[src/rtl/dlx_pkg.sv]
// Shared DLX encodings: ALU operations, second-operand selects, opcodes/func codes
// and the control FSM state enum. DLX_ALU imports the same ALUop/s2op constants.
package dlx_pkg;

  typedef enum logic [4:0] {
    ALU_ADD = 5'b00000,
    ALU_SUB = 5'b00001,
    ALU_AND = 5'b00010,
    ALU_OR  = 5'b00011,
    ALU_XOR = 5'b00100,
    ALU_SLL = 5'b00101,
    ALU_SRL = 5'b00110,
    ALU_CMP = 5'b10000
  } aluop_t;

  typedef enum logic [2:0] {
    S2_RT   = 3'b000,
    S2_ZERO = 3'b001,
    S2_SIMM = 3'b011,
    S2_ZIMM = 3'b100
  } s2op_t;

  localparam logic [5:0] OP_RTYPE = 6'h00;
  localparam logic [5:0] OP_J     = 6'h02;
  localparam logic [5:0] OP_BEQZ  = 6'h04;
  localparam logic [5:0] OP_BNEZ  = 6'h05;
  localparam logic [5:0] OP_ADDI  = 6'h08;
  localparam logic [5:0] OP_SUBI  = 6'h0A;
  localparam logic [5:0] OP_TRAP  = 6'h11;
  localparam logic [5:0] OP_LW    = 6'h23;
  localparam logic [5:0] OP_SW    = 6'h2B;

  localparam logic [5:0] FN_SLL = 6'h04;
  localparam logic [5:0] FN_SRL = 6'h06;
  localparam logic [5:0] FN_ADD = 6'h20;
  localparam logic [5:0] FN_SUB = 6'h22;
  localparam logic [5:0] FN_AND = 6'h24;
  localparam logic [5:0] FN_OR  = 6'h25;
  localparam logic [5:0] FN_XOR = 6'h26;

  typedef enum logic [2:0] {
    ST_FETCH     = 3'd0,
    ST_DECODE    = 3'd1,
    ST_EXECUTE   = 3'd2,
    ST_MEMORY    = 3'd3,
    ST_WRITEBACK = 3'd4,
    ST_HALT      = 3'd5
  } state_t;

endpackage

[src/rtl/dlx_alu_decode.sv]
// Combinational opcode/func decode to ALU controls plus a legality flag.
// TRAP is reported as not legal so the FSM can treat it like an illegal encoding.
module dlx_alu_decode
  import dlx_pkg::*;
(
  input  logic [5:0] opcode,
  input  logic [5:0] func,
  output aluop_t     aluop,
  output s2op_t      s2op,
  output logic       legal
);

  always_comb begin
    aluop = ALU_ADD;
    s2op  = S2_RT;
    legal = 1'b1;
    case (opcode)
      OP_RTYPE: begin
        case (func)
          FN_ADD:  aluop = ALU_ADD;
          FN_SUB:  aluop = ALU_SUB;
          FN_AND:  aluop = ALU_AND;
          FN_OR:   aluop = ALU_OR;
          FN_XOR:  aluop = ALU_XOR;
          FN_SLL:  aluop = ALU_SLL;
          FN_SRL:  aluop = ALU_SRL;
          default: legal = 1'b0;
        endcase
      end
      OP_ADDI, OP_LW, OP_SW: s2op = S2_SIMM;
      OP_SUBI: begin
        aluop = ALU_SUB;
        s2op  = S2_SIMM;
      end
      OP_BEQZ, OP_BNEZ: begin
        aluop = ALU_CMP;
        s2op  = S2_ZERO;
      end
      OP_J: legal = 1'b1;
      default: legal = 1'b0;
    endcase
  end

endmodule

[src/rtl/dlx_ctrl_fsm.sv]
// Multi-cycle DLX control FSM: fetch/decode/execute/memory/writeback sequencing.
// Define DLX_CTRL_TRAP_EN to make TRAP and illegal encodings halt the machine.
module dlx_ctrl_fsm
  import dlx_pkg::*;
#(
  parameter int ALUOP_W = 5,
  parameter int S2OP_W  = 3
) (
  input  logic               clk,
  input  logic               reset_n,
  input  logic [31:0]        instr,
  input  logic               Zflag,
  input  logic               mem_ack,
  output logic [ALUOP_W-1:0] ALUop,
  output logic [S2OP_W-1:0]  s2op,
  output logic               mem_req,
  output logic               mem_we,
  output logic               addr_sel,
  output logic               ir_load,
  output logic               pc_load,
  output logic               pc_sel,
  output logic               reg_we,
  output logic               wb_sel,
  output logic               rd_sel,
  output logic [2:0]         state,
  output logic               halted
);

  state_t     state_q;
  state_t     state_d;
  aluop_t     dec_aluop;
  s2op_t      dec_s2op;
  logic       dec_legal;
  logic [5:0] opcode;
  logic       branch_taken;
  logic       unused_instr_bits;

  assign opcode            = instr[31:26];
  assign unused_instr_bits = ^instr[25:6];
  assign branch_taken      = ((opcode == OP_BEQZ) && Zflag) ||
                             ((opcode == OP_BNEZ) && !Zflag);

  dlx_alu_decode u_decode (
    .opcode (opcode),
    .func   (instr[5:0]),
    .aluop  (dec_aluop),
    .s2op   (dec_s2op),
    .legal  (dec_legal)
  );

  always_ff @(posedge clk) begin
    if (!reset_n) state_q <= ST_FETCH;
    else          state_q <= state_d;
  end

  always_comb begin
    state_d = state_q;
    case (state_q)
      ST_FETCH:  if (mem_ack) state_d = ST_DECODE;
      ST_DECODE: begin
        if (dec_legal) state_d = ST_EXECUTE;
`ifdef DLX_CTRL_TRAP_EN
        else           state_d = ST_HALT;
`else
        else           state_d = ST_FETCH;
`endif
      end
      ST_EXECUTE: begin
        if ((opcode == OP_LW) || (opcode == OP_SW))
          state_d = ST_MEMORY;
        else if ((opcode == OP_BEQZ) || (opcode == OP_BNEZ) || (opcode == OP_J))
          state_d = ST_FETCH;
        else
          state_d = ST_WRITEBACK;
      end
      ST_MEMORY: begin
        if (mem_ack) state_d = (opcode == OP_SW) ? ST_FETCH : ST_WRITEBACK;
      end
      ST_WRITEBACK: state_d = ST_FETCH;
`ifdef DLX_CTRL_TRAP_EN
      ST_HALT: state_d = ST_HALT;
`endif
      default: state_d = ST_FETCH;
    endcase
  end

  // ALU controls follow the IR decode from EXECUTE through WRITEBACK; reset forces all low.
  always_comb begin
    ALUop    = '0;
    s2op     = '0;
    mem_req  = 1'b0;
    mem_we   = 1'b0;
    addr_sel = 1'b0;
    ir_load  = 1'b0;
    pc_load  = 1'b0;
    pc_sel   = 1'b0;
    reg_we   = 1'b0;
    wb_sel   = 1'b0;
    rd_sel   = 1'b0;
    if (reset_n) begin
      case (state_q)
        ST_FETCH: begin
          mem_req = 1'b1;
          ir_load = mem_ack;
          pc_load = mem_ack;
        end
        ST_EXECUTE: begin
          ALUop = ALUOP_W'(dec_aluop);
          s2op  = S2OP_W'(dec_s2op);
          if ((opcode == OP_J) || branch_taken) begin
            pc_load = 1'b1;
            pc_sel  = 1'b1;
          end
        end
        ST_MEMORY: begin
          ALUop    = ALUOP_W'(dec_aluop);
          s2op     = S2OP_W'(dec_s2op);
          mem_req  = 1'b1;
          addr_sel = 1'b1;
          mem_we   = (opcode == OP_SW);
        end
        ST_WRITEBACK: begin
          ALUop  = ALUOP_W'(dec_aluop);
          s2op   = S2OP_W'(dec_s2op);
          reg_we = 1'b1;
          wb_sel = (opcode == OP_LW);
          rd_sel = (opcode != OP_RTYPE);
        end
        default: ;
      endcase
    end
  end

  assign state = reset_n ? state_q : ST_FETCH;

`ifdef DLX_CTRL_TRAP_EN
  logic halted_q;

  always_ff @(posedge clk) begin
    if (!reset_n)                halted_q <= 1'b0;
    else if (state_d == ST_HALT) halted_q <= 1'b1;
  end

  assign halted = reset_n & halted_q;
`else
  assign halted = 1'b0;
`endif

endmodule

[config.mk]
export PLATFORM = sky130hd
export DESIGN_NAME = dlx_ctrl_fsm
export DESIGN_NICKNAME = d
export VERILOG_FILES = /design/src/rtl/dlx_pkg.sv /design/src/rtl/dlx_alu_decode.sv /design/src/rtl/dlx_ctrl_fsm.sv
export SDC_FILE = /design/constraint.sdc
export NUM_CORES = 1
export LEC_CHECK = 0
export ABC_AREA = 1
export ABC_CLOCK_PERIOD_IN_PS = 1500
export BUFFER_PORTS_ARGS = -buffer_cell sky130_fd_sc_hd__buf_2
export CORE_UTILIZATION = 32
export DETAILED_ROUTE_END_ITERATION = 8
export PLACE_DENSITY = 0.75
export SYNTH_ARGS = -nofsm -noshare
export SYNTH_HDL_FRONTEND = slang
export SYNTH_SLANG_ARGS = --single-unit
export TNS_END_PERCENT = 1
[constraint.sdc]
create_clock -name clk -period 1.5 [get_ports clk]
set_input_delay 0.45 -clock clk [delete_from_list [all_inputs] [get_ports clk]]
set_output_delay 0.45 -clock clk [all_outputs]
set_load 0.005 [all_outputs]
==> summary.txt <==
Met2 WL post-DR -> 1050 um
Clock sink total -> 3
Skew-Pair Late Insertion Delay -> 230 ps
Biggest registers after layout -> state_q (3)
Failing checks -> setup timing
Remaining Overflow, GRT -> 0
Util after Layout -> 66.89%
Number of cell rows -> 15
Worst R2R End -> state_q[0]
Setup-failing EPs final -> 17
Core footprint -> 0.001708 mm^2
Min-delay src -> mem_ack
Largest reg by FF count -> state_q
Reg2reg start -> state_q[1]
Number of flip-flops in the largest register -> 3
Sink of the worst hold path -> state_q[2]
RSZ-0062 raised after global routing -> yes
Num CTS Buffers -> 3
Post-DR vias/cell -> 4.459
Die Area -> 0.001997 mm^2
Post-DP HPWL -> 1426 um
Fill cells -> 157
Vias in the first global route -> 858
Routed WL -> 1964 um
WP data arrival -> 1370 ps
Max Used Layer -> met4
Synth unique cells -> 25
Tot Pwr -> 414.0 uW
I/O Buffers -> 33
Max cap viols -> 0
DRC -> 0
Period utilisation layout -> 121.5%
WL per Instance -> 9.580 um
Register area share after synthesis -> 10.30%
CP Launch Type -> primary input
Initial Utilization -> 34.14%
Met3 routed WL -> 82 um
Post-synthesis register bit count -> 3
Area of the multi-input gates -> 480.5 um^2
R2r setup slk -> 200 ps
Share of cells above drive strength 1 -> 54.44%
Syn_area_per_cell -> 5.206 um^2
# diodes -> 0
M1 WL -> 801 um
FF/Latch Area -> 62.56 um^2
Fin. max-slew vios -> 0
Final worst slack -> -323.1 ps
Post-layout nets -> 217
Iteration count of the initial detailed-routing pass -> 4
First-pass GRT wire length -> 3256 um
CTS max path bufs -> 2
Leak -> 0.7157 nW
Mapped cell area -> 583.1 um^2
R2R cell count -> 9
Fin crit period -> 1823 ps
Worst Skew -> 1.618 ps
Peak Freq -> 548.5 MHz
IO Count -> 57
Die Width -> 44.69 um
Initial antenna violation count -> 0
Worst EP required -> 1050 ps
Iter 0 DRT Violations -> 19
GPL Wtd Cong -> 0.8253
Hold crit path type -> primary input to register
Vias -> 914
Synth warn -> 0
Cells after Synth -> 112
Pre-CTS WS -> -334.3 ps
CTS tree -> done
Crit. End Element -> primary output
Antenna-violating nets left -> 0
Clock root cell -> clkbuf_4
Outcome -> finished with violations
Largest net degree at the start of global routing -> 8
Area growth from synthesis to layout -> 95.92%
Clk slew on worst S/H paths -> 40 ps
Final Hold Viols -> 0
CP max FO -> 3
Total Routing Usage GR -> 21.54%
Die H -> 44.69 um
Hold path depth -> 3
H-tree Lvls -> 1
Maximum VDD drop -> 473.4 uV
Crit path kind -> primary input to primary output
P per Cell Area -> 362.4 mW/mm^2
-- cell type report --
cell class	instances	share of cell area [%]
multi-input combinational	80	42.06
timing repair buffer	65	38.23
inverter	28	9.200
sequential	3	5.476
tap	25	2.738
clock buffer	4	2.300
-- stage by stage --
stage | TNS [ps] | instance area (um^2) | hold slack [ps] | std cells
after CTS | -3725 | 1060 | 537.9 | 204
after global placement | -2768 | 959.7 | 737.3 | 194
after detailed placement | -2929 | 959.7 | 748.3 | 194
after global routing | -5386 | 1142 | 565.4 | 205
final | -3843 | 1142 | 544.3 | 205
after floorplan | -179.7 | 598.1 | 547.6 | 114
-- cell usage after synthesis (all sizes together) --
cell type  number  area [um^2]
inv            27        101.4
nand2          23        88.84
nor2           19        73.82
nand3          13        65.06
nor3            6        46.30
nand4           5        43.79
a21oi           3        15.01
buf             3        22.52
dfxtp           3        60.06
a21boi          1        7.510
a31o            1        8.760
clkinv          1        3.750
conb            1        3.750
o21ai           1        5.000
o21bai          1        7.510
o221ai          1        8.760
o22ai           1        6.260
or2             1        6.260
xnor2           1        8.760
-- timing repair --
item,CTS,global route
setup buffers,6,1
hold buffers,0,0
setup endpoints to repair,14,17
hold endpoints to repair,0,0
pin swaps,5,10
resized for setup,9,24
-- layer usage --
layer	up-vias	track usage (%)
li1	485	-
met1	397	23.04
met2	28	41.18
met3	4	3.673
met4	0	8.485
met5	-	0
-- critical path: stages --
cell and delay, ps:
buf_8 100, nor3_4 230, nand3_2 120, inv_2 90
nand2_2 50, a31o_1 180, inv_1 50, buf_2 100
-- where the power goes --
part | internal, mW | switching, mW | leakage [nW]
Sequential | 0.0842 | 0.00212 | 0.0252
Clock | 0.0994 | 0.0373 | 0.0150
Combinational | 0.0950 | 0.0960 | 0.675
Total | 0.279 | 0.135 | 0.716
-- kinds of logic after synthesis --
logic type	Yosys count	synth area share, %
compound gates	9	10.09
xor+xnor	1	1.502
buf+inv	31	21.89
flops	3	10.30
other cells	1	0.6432
simple gates	67	55.58
-- placed cells by master, fill, tap and decap left out, drive strengths merged, types with 3 or more instances in the layout --
| master | Yosys | layout |
|---|---|---|
| nand4 | 5 | 5 |
| clkbuf | 0 | 5 |
| dfxtp | 3 | 3 |
| a21oi | 3 | 3 |
| conb | 1 | 3 |
| nor2 | 19 | 19 |
| nand2 | 23 | 23 |
| inv | 27 | 27 |
| buf | 3 | 64 |
| nor3 | 6 | 6 |
| nand3 | 13 | 13 |
-- worst max-delay path by stage --
stage | startpoint | endpoint | slack (ps) | cells after the start
2_1_floorplan | instr[30] | ALUop[2] | -60 | 6
3_3_place_gp | instr[30] | pc_load | -310 | 7
3_5_place_dp | instr[5] | ALUop[0] | -330 | 8
4_1_cts | instr[26] | pc_load | -320 | 7
5_1_grt | instr[31] | ALUop[2] | -400 | 8
6_report | instr[31] | ALUop[2] | -320 | 8
No activity file was read; power rests on OpenSTA's default activity.
